File: config.mk
export PLATFORM = sky130hd
export DESIGN_NAME = pipeline_ctrl
export DESIGN_NICKNAME = d
export VERILOG_FILES = /design/src/rtl/pipe_ctrl_pkg.sv /design/src/rtl/hazard_detect.sv /design/src/rtl/pipeline_ctrl.sv
export SDC_FILE = /design/constraint.sdc
export NUM_CORES = 1
export LEC_CHECK = 0
export CELL_PAD_IN_SITES_DETAIL_PLACEMENT = 1
export CELL_PAD_IN_SITES_GLOBAL_PLACEMENT = 2
export CORE_MARGIN = 5
export CORE_UTILIZATION = 20
export CTS_CLUSTER_DIAMETER = 80
export DETAILED_ROUTE_END_ITERATION = 10
export PLACE_DENSITY = 0.81
export SYNTH_ARGS = -nofsm -noshare
export SYNTH_HDL_FRONTEND = slang
export SYNTH_SLANG_ARGS = --single-unit
File: constraint.sdc
create_clock -name i_clk -period 3.7 [get_ports i_clk]
set_input_delay 0.925 -clock i_clk [delete_from_list [all_inputs] [get_ports i_clk]]
set_output_delay 0.925 -clock i_clk [all_outputs]
set_load 0.02 [all_outputs]
File: src/rtl/pipe_ctrl_pkg.sv
// Shared types and constants for the pipeline sequencing controller.
// Output-group vectors are ordered {pc_write, if_id_write, if_id_flush, id_ex_bubble}.
package pipe_ctrl_pkg;

   localparam int unsigned RegWDefault = 5;

   typedef enum logic [1:0] {
      StRun     = 2'd0,
      StLuStall = 2'd1,
      StMemWait = 2'd2
   } ctrl_state_e;

   localparam logic [3:0] CtrlNormal = 4'b1100;
   localparam logic [3:0] CtrlStall  = 4'b0001;
   localparam logic [3:0] CtrlFreeze = 4'b0000;
   localparam logic [3:0] CtrlFlush  = 4'b1111;

endpackage

File: src/rtl/hazard_detect.sv
// Combinational load-use hazard detector: the load in EX writes a register the ID
// instruction reads. Register 0 is hardwired and never creates a hazard.
module hazard_detect
   import pipe_ctrl_pkg::*;
#(
   parameter int unsigned REG_W = RegWDefault
) (
   input  logic [REG_W-1:0] i_id_rs,
   input  logic [REG_W-1:0] i_id_rt,
   input  logic             i_id_uses_rt,
   input  logic             i_ex_mem_read,
   input  logic [REG_W-1:0] i_ex_rt,
   output logic             o_lu_hit
);

   logic w_rs_match;
   logic w_rt_match;

   assign w_rs_match = (i_ex_rt == i_id_rs);
   assign w_rt_match = i_id_uses_rt & (i_ex_rt == i_id_rt);
   assign o_lu_hit   = i_ex_mem_read & (i_ex_rt != '0) & (w_rs_match | w_rt_match);

endmodule

File: src/rtl/pipeline_ctrl.sv
// Pipeline sequencing controller: load-use stall, branch flush and memory-wait freeze.
// Optional saturating perf counters are built when PIPE_CTRL_PERF_EN is defined.
module pipeline_ctrl
   import pipe_ctrl_pkg::*;
#(
   parameter int unsigned LU_STALL_CYCLES = 1,
   parameter int unsigned REG_W           = RegWDefault,
   parameter int unsigned PERF_W          = 32
) (
   input  logic              i_clk,
   input  logic              i_rst_n,
   input  logic [REG_W-1:0]  i_id_rs,
   input  logic [REG_W-1:0]  i_id_rt,
   input  logic              i_id_uses_rt,
   input  logic              i_ex_mem_read,
   input  logic [REG_W-1:0]  i_ex_rt,
   input  logic              i_branch_taken,
   input  logic              i_dmem_busy,
   output logic              o_pc_write,
   output logic              o_if_id_write,
   output logic              o_if_id_flush,
   output logic              o_id_ex_bubble,
`ifdef PIPE_CTRL_PERF_EN
   output logic [PERF_W-1:0] o_stall_count,
   output logic [PERF_W-1:0] o_flush_count,
`endif
   output logic [1:0]        o_ctrl_state
);

   // Remaining stall cycles after the first one, which is issued from StRun.
   localparam logic [1:0] LuLoad = 2'(LU_STALL_CYCLES - 1);

   if (LU_STALL_CYCLES < 1 || LU_STALL_CYCLES > 3 || PERF_W < 1) begin : g_param_check
      $error("pipeline_ctrl: LU_STALL_CYCLES must be 1..3 and PERF_W at least 1");
   end

   ctrl_state_e r_state;
   ctrl_state_e r_resume;
   logic [1:0]  r_cnt;

   ctrl_state_e w_state_nxt;
   ctrl_state_e w_resume_nxt;
   ctrl_state_e w_dec_state;
   logic [1:0]  w_cnt_nxt;
   logic        w_lu_hit;
   logic [3:0]  w_grp;

   hazard_detect #(
      .REG_W (REG_W)
   ) u_hazard_detect (
      .i_id_rs       (i_id_rs),
      .i_id_rt       (i_id_rt),
      .i_id_uses_rt  (i_id_uses_rt),
      .i_ex_mem_read (i_ex_mem_read),
      .i_ex_rt       (i_ex_rt),
      .o_lu_hit      (w_lu_hit)
   );

   // Once memory is ready, MEM_WAIT behaves exactly like the state it interrupted.
   always_comb begin
      w_dec_state = r_state;
      if (r_state == StMemWait && !i_dmem_busy) begin
         w_dec_state = r_resume;
      end
   end

   always_ff @(posedge i_clk or negedge i_rst_n) begin
      if (!i_rst_n) begin
         r_state  <= StRun;
         r_resume <= StRun;
         r_cnt    <= '0;
      end else begin
         r_state  <= w_state_nxt;
         r_resume <= w_resume_nxt;
         r_cnt    <= w_cnt_nxt;
      end
   end

   always_comb begin
      w_state_nxt  = r_state;
      w_resume_nxt = r_resume;
      w_cnt_nxt    = r_cnt;
      case (w_dec_state)
         StRun: begin
            if (i_dmem_busy) begin
               w_state_nxt  = StMemWait;
               w_resume_nxt = StRun;
            end else if (i_branch_taken) begin
               w_state_nxt = StRun;
            end else if (w_lu_hit && LU_STALL_CYCLES > 1) begin
               w_cnt_nxt   = LuLoad;
               w_state_nxt = StLuStall;
            end else begin
               w_state_nxt = StRun;
            end
         end
         StLuStall: begin
            if (i_dmem_busy) begin
               w_state_nxt  = StMemWait;
               w_resume_nxt = StLuStall;
            end else if (i_branch_taken) begin
               w_cnt_nxt   = '0;
               w_state_nxt = StRun;
            end else if (r_cnt > 2'd1) begin
               w_cnt_nxt   = r_cnt - 2'd1;
               w_state_nxt = StLuStall;
            end else begin
               w_cnt_nxt   = '0;
               w_state_nxt = StRun;
            end
         end
         StMemWait: begin
            w_state_nxt = i_dmem_busy ? StMemWait : StRun;
         end
         default: begin
            w_state_nxt  = StRun;
            w_resume_nxt = StRun;
            w_cnt_nxt    = '0;
         end
      endcase
   end

   always_comb begin
      w_grp = CtrlNormal;
      case (w_dec_state)
         StRun: begin
            if (i_dmem_busy) begin
               w_grp = CtrlFreeze;
            end else if (i_branch_taken) begin
               w_grp = CtrlFlush;
            end else if (w_lu_hit) begin
               w_grp = CtrlStall;
            end else begin
               w_grp = CtrlNormal;
            end
         end
         StLuStall: begin
            if (i_dmem_busy) begin
               w_grp = CtrlFreeze;
            end else if (i_branch_taken) begin
               w_grp = CtrlFlush;
            end else begin
               w_grp = CtrlStall;
            end
         end
         StMemWait: w_grp = CtrlFreeze;
         default:   w_grp = CtrlNormal;
      endcase
   end

   assign {o_pc_write, o_if_id_write, o_if_id_flush, o_id_ex_bubble} = w_grp;
   assign o_ctrl_state = r_state;

`ifdef PIPE_CTRL_PERF_EN
   logic [PERF_W-1:0] r_stall_count;
   logic [PERF_W-1:0] r_flush_count;

   always_ff @(posedge i_clk or negedge i_rst_n) begin
      if (!i_rst_n) begin
         r_stall_count <= '0;
         r_flush_count <= '0;
      end else begin
         if (!w_grp[3] && r_stall_count != '1) begin
            r_stall_count <= r_stall_count + 1'b1;
         end
         if (w_grp[1] && r_flush_count != '1) begin
            r_flush_count <= r_flush_count + 1'b1;
         end
      end
   end

   assign o_stall_count = r_stall_count;
   assign o_flush_count = r_flush_count;
`endif

endmodule

==> metrics, run 1 <==
Port Buf Inserts 26; Max Clk Rate 281 MHz; Pins Over Slew Limit 0; sequential element share of the synthesized area 0.274; Antenna Nets Post-Route 0; Mapped Nets 72; PD cells 228 mW/mm²; largest net degree at the start of global routing 14; Synth area leader dfrtp_1; antenna cell count 0; Final Cycle Share 0.961; crit path capture type primary output; core area 0.00219 mm²; DR WL/cell 12.5 µm; TritonCTS clock tree built; Die Wd 57.8 µm; Clock transition at path regs 0.04 ns; TritonCTS Buffers 3; area grow syn2layout 74.8%; first-pass GRT wire length 2360 µm; Lkg Pwr 0.343 nW; vias in the first global route 533; Netlist cell types 28; Root Buffer clkbuf_4; RSZ-0062 raised after global routing false; Setup TNS 0 ns; # clock sinks 5; CP Data Required Time 2.77 ns; fraction of layout cells with a size suffix above 1 0.232; Pre-antenna DRT Iters 3; Post-synth EDFFs 0; min cycle time layout 3.56 ns; DR iter-0 viols 5; DP HPWL 1120 µm; gr usage total 0.0929; Synth async-reset ratio 1.00; Startpoint Class input pin; nets 104; antenna violations before repair 0; Final setup viols 0; status finished, final reports clean; DRC viols 0; Post-Synthesis Cell Area 457 µm²; Total Wirelength 1370 µm; max_slew headroom 0.712; vias 493; Max FO, Critical Path 3; Synth area leaders dfrtp_1 27%, xor2_1 17%, buf_6 4.9%; Yosys warnings 0; worst slew pin tran 0.432 ns; Die ar. 0.00334 mm²; Initial Util 0.208; kind of critical path input pin to primary output; CTS max path bufs 2; H-tree depth 1; post-place instance area 738 µm²; I/O pin count 27; CTS Hold Buffers Added 0; die height 57.8 µm; Hold Vio Cnt, Final 0; Max Cap Viol 0; dominant synthesized flop cell dfrtp_1; RePlAce Congestion 0.659; Worst Skew 0.00462 ns; Vias per Instance 4.48; cell area after layout 798 µm²; Worst-Skew Late Latency 0.24 ns; Peak supply drop 109 µV; Avg Cell Area, Syn 8.95 µm²; worst hold path type flip-flop to flip-flop; GRT Residual Overflow 0; top-area cell type share of the netlist area 0.274; Seq cells post-synth 5; crit path DAT 2.63 ns; row cnt 17; Synth Instances 51
[placed cells by master (no fill, tap or decap), drive strengths merged]
| cell | n |
|---|---|
| clkdlybuf4s50 | 20 |
| xor2 | 9 |
| buf | 8 |
| nor2 | 6 |
| dfrtp | 5 |
| o21ai | 4 |
| clkbuf | 4 |
| dlymetal6s2s | 3 |
| nor3 | 3 |
| inv | 2 |
| a211oi | 2 |
| nor4 | 1 |
| xnor2 | 1 |
| a32oi | 1 |
| or4 | 1 |
| o32ai | 1 |
| nand2 | 1 |
| mux2i | 1 |
| and3 | 1 |
| a21boi | 1 |
| o211a | 1 |
| nor2b | 1 |
| nand2b | 1 |
| nand3 | 1 |
| a21oi | 1 |
| o22ai | 1 |
| a32o | 1 |
[per-layer routing]
metal / global-route usage / routed length [µm] / part of all wire / vias to the layer above
li1: - / - / - / 244
met1: 0.0907 / 482 / 0.35 / 219
met2: 0.153 / 672 / 0.49 / 28
met3: 0.0557 / 187 / 0.14 / 2
met4: 0.0497 / 28 / 0.020 / 0
met5: 0 / 0 / 0 / -
[repair_timing]
item,4_1_cts,5_1_grt
pin swaps,1,2
buffers inserted,0,1
resized for setup,15,8
setup endpoints to repair,3,3
[power breakdown]
| group | total [W] | switching [W] | internal (W) |
|---|---|---|---|
| logic | 0.0000621 | 0.0000262 | 0.0000359 |
| registers | 0.0000569 | 0.00000149 | 0.0000554 |
| clock network | 0.0000630 | 0.0000222 | 0.0000408 |
[worst paths after layout]
path | from | to | slack (ns) | cells past startpoint
worst min-delay path | r_cnt[0]$_DFFE_PN0P_ | r_cnt[0]$_DFFE_PN0P_ | 0.50 | 1
min in group asynchronous | i_rst_n | r_cnt[0]$_DFFE_PN0P_ | 0.90 | 1
worst max register to register | o_ctrl_state[0]$_DFF_PN0_ | r_cnt[0]$_DFFE_PN0P_ | 2.40 | 4
worst max-delay path | i_id_rt[0] | o_id_ex_bubble | 0.14 | 7
max in group asynchronous | i_rst_n | r_resume[0]$_DFFE_PN0P_ | 2.60 | 1
worst min register to register | r_cnt[0]$_DFFE_PN0P_ | r_cnt[0]$_DFFE_PN0P_ | 0.50 | 1
[flip-flops by register name (all words and copies together), names as in the netlist]
name	cells
r_cnt	2
r_resume	1
o_ctrl_state	2
[metrics by stage]
| step | hold slack, ns | power, W | worst slack [ns] | cells | utilization |
|---|---|---|---|---|---|
| 5_1_grt | 0.528 | 0.000193 | 0.0118 | 110 | 0.364 |
| 3_5_place_dp | 0.500 | 0.000119 | -0.433 | 105 | 0.337 |
| 2_1_floorplan | 0.458 | 0.0000822 | 0.187 | 51 | - |
| 4_1_cts | 0.506 | 0.000186 | 0.0131 | 109 | 0.358 |
| 3_3_place_gp | 0.475 | 0.000118 | -0.383 | 105 | 0.337 |
| 6_report | 0.501 | 0.000182 | 0.144 | 110 | 0.364 |
[cells by family after synthesis]
logic type                Yosys count  share of synthesized area
AOI/OAI and AO/OA                  13                      0.219
xor gates and xnor gates           10                      0.192
buffers and inverters               6                      0.112
DFF                                 5                      0.274
muxes                               1                     0.0219
and+or+nand+nor                    16                      0.181
[synth_stat cells (all sizes together), types with 2 or more instances]
master and n:
dfrtp 5, buf 3, o21ai 4, xor2 9, nor2 6, a211oi 2
inv 2, nor3 3
[worst max-delay path: stages]
cell             delay [ns]
clkdlybuf4s50_1        0.41
xor2_1                 0.16
nor4_2                 0.32
a32oi_2                0.19
o211a_1                0.26
a211oi_2               0.19
buf_4                  0.18
[layout make-up]
class | count | area [µm²]
Fill cell | 273 | 1390
Multi-Input combinational cell | 40 | 312
Timing Repair Buffer | 31 | 293
Sequential cell | 5 | 125
Tap cell | 28 | 35.0
Clock buffer | 4 | 26.3
Inverter | 2 | 7.51
(Power assumes the default switching activity.)
==> inputs of run 2 (changes only) <==
--- a/config.mk
+++ b/config.mk
@@ -8,10 +8,11 @@
 export CELL_PAD_IN_SITES_DETAIL_PLACEMENT = 1
 export CELL_PAD_IN_SITES_GLOBAL_PLACEMENT = 2
 export CORE_MARGIN = 5
-export CORE_UTILIZATION = 20
+export CORE_UTILIZATION = 22
+export CTS_BUF_LIST = sky130_fd_sc_hd__clkbuf_8
 export CTS_CLUSTER_DIAMETER = 80
 export DETAILED_ROUTE_END_ITERATION = 10
-export PLACE_DENSITY = 0.81
+export PLACE_DENSITY = 0.88
 export SYNTH_ARGS = -nofsm -noshare
 export SYNTH_HDL_FRONTEND = slang
 export SYNTH_SLANG_ARGS = --single-unit
==> metrics, run 2 (synthesis gave the netlist of run 1 again) <==
CTS max path bufs 2 (unchanged); Antenna Nets Post-Route 0 (unchanged); DP HPWL 1100 µm (-1.0%); first-pass GRT wire length 2270 µm (-3.8%); CP Data Required Time 2.77 ns (about the same); Startpoint Class input pin; gr usage total 0.0898 (-0.00317); Lkg Pwr 0.362 nW (+5.3%); Worst Skew 0.00165 ns (-0.00296 ns); area grow syn2layout 81.4%; Die Wd 55.6 µm (-3.9%); antenna cell count 0 (unchanged); Peak supply drop 188 µV (+72%); gr busiest metal met2; Max Cap Viol 0 (unchanged); most frequent CP cell buf_4; TritonCTS Buffers 3 (unchanged); Setup TNS 0 ns (unchanged); min cycle time layout 3.57 ns (+0.0129 ns); Hold Crit Start r_cnt[0]$_DFFE_PN0P_; Worst-Skew Late Latency 0.22 ns (-0.02 ns); worst slew pin tran 0.434 ns (+0.00185 ns); Max FO, Critical Path 3 (unchanged); H-tree depth 1 (unchanged); Setup Buffers After CTS 0 (unchanged); core area 0.00196 mm² (-10%); reg2reg start o_ctrl_state[0]$_DFF_PN0_; Root Buffer clkbuf_8; largest net degree at the start of global routing 14 (unchanged); crit path capture type primary output; met3 Resource Use GR 0.0606 (+0.00493); DR iter-0 viols 1 (-4); worst hold path type flip-flop to flip-flop; nets 105 (+0.96%); status finished, final reports clean; crit path cell chain clkdlybuf4s50_1 -> buf_4 -> xor2_1 -> nor3_2 -> a32oi_2 -> o211a_1 -> a211oi_2 -> buf_4; Clock transition at path regs 0.04 ns (about the same); PD cells 263 mW/mm² (+16%); GRT Residual Overflow 0 (unchanged); Final setup viols 0 (unchanged); I/O pin count 27 (unchanged); fraction of layout cells with a size suffix above 1 0.253 (+0.0213); setup slack, reg-to-reg 2.38 ns (-0.02 ns); vias in the first global route 573 (+7.5%); Final Cycle Share 0.965 (+0.00348); leading cell types in the layout, fill and taps excluded 20 x clkdlybuf4s50_1, 9 x xor2_1, 7 x buf_4; # clock sinks 5 (unchanged); Port Buf Inserts 26 (unchanged); max incr delay on CP 0.45 ns (+0.04 ns); Pre-antenna DRT Iters 2 (-1); Reg-to-Reg End r_cnt[0]$_DFFE_PN0P_; Total Wirelength 1350 µm (-1.5%); FF-to-FF path depth 4 (unchanged); Initial Util 0.233 (+0.0243); Vias per Instance 4.55 (+1.6%); most common cell after layout, fill and taps aside clkdlybuf4s50_1; Max Clk Rate 280 MHz (-0.36%); CP bufs+invs 3 (+1); DR WL/cell 12.3 µm (-1.5%); Die ar. 0.00309 mm² (-7.6%); DRC viols 0 (unchanged); RePlAce Congestion 0.710 (+7.9%); Hold Vio Cnt, Final 0 (unchanged); Design Power 0.000218 W (+20%); WHS Endpoint r_cnt[0]$_DFFE_PN0P_; hold path depth 1 (unchanged); kind of critical path input pin to primary output; met2 Track Usage GR 0.154 (+0.000490); vias 501 (+1.6%); slowest cell on the critical path clkdlybuf4s50_1; M1 GR Usage 0.0850 (-0.00571); Top delay family on crit path buffers and inverters; Pins Over Slew Limit 0 (unchanged); crit path DAT 2.64 ns (about the same); antenna violations before repair 0 (unchanged); TritonCTS clock tree built; row cnt 16 (-1); die height 55.6 µm (-3.9%); max_slew headroom 0.711 (-0.00123)
==> run 2: timing repair <==
action                                  CTS  global route
endpoints found under the setup margin    3             3
gates resized for setup                  13            11
endpoints found under the hold margin     0             0
hold buffers                              0             0
pin swaps                                 0             2
==> run 2: where the power goes <==
group          switching (W)  internal (W)
clock              0.0000263     0.0000711
sequential        0.00000153     0.0000556
combinational      0.0000269     0.0000368
==> run 2: area by class of cell <==
cell class / count / area (µm²)
clock buffers: 3 / 41.3
clock inverters: 1 / 3.75
fillers: 237 / 1130
inverters: 2 / 7.51
multi-input cells: 40 / 317
flip-flops and latches: 5 / 125
well taps: 27 / 33.8
repair buffers: 32 / 300
==> run 2: per-layer routing <==
metal | routed length (µm) | up-vias
met2 | 678 | 27
li1 | - | 244
met3 | 167 | 0
met4 | 0 | 0
met1 | 505 | 230
met5 | 0 | -
==> run 2: how the worst max path moves through the flow <==
stage | slack (ns) | start | depth (start not counted) | end
6_report | 0.13 | i_ex_rt[1] | 8 | o_id_ex_bubble
5_1_grt | -0.02 | i_id_rt[0] | 7 | o_id_ex_bubble
4_1_cts | 0.01 | i_ex_rt[1] | 6 | o_pc_write
3_5_place_dp | -0.40 | i_ex_rt[1] | 6 | o_pc_write
3_3_place_gp | -0.38 | i_ex_rt[2] | 6 | o_if_id_write
2_1_floorplan | 0.19 | i_ex_rt[1] | 5 | o_pc_write
==> run 2: through the flow <==
stage          std cells  cell area, µm²  hold slack [ns]   util  setup slack [ns]
3_3_place_gp         106             752            0.474  0.383            -0.375
6_report             110             828            0.511  0.422             0.131
3_5_place_dp         106             752            0.513  0.383            -0.396
4_1_cts              110             802            0.521  0.409            0.0102
2_1_floorplan         51             457            0.458      -             0.187
5_1_grt              110             828            0.544  0.422           -0.0155
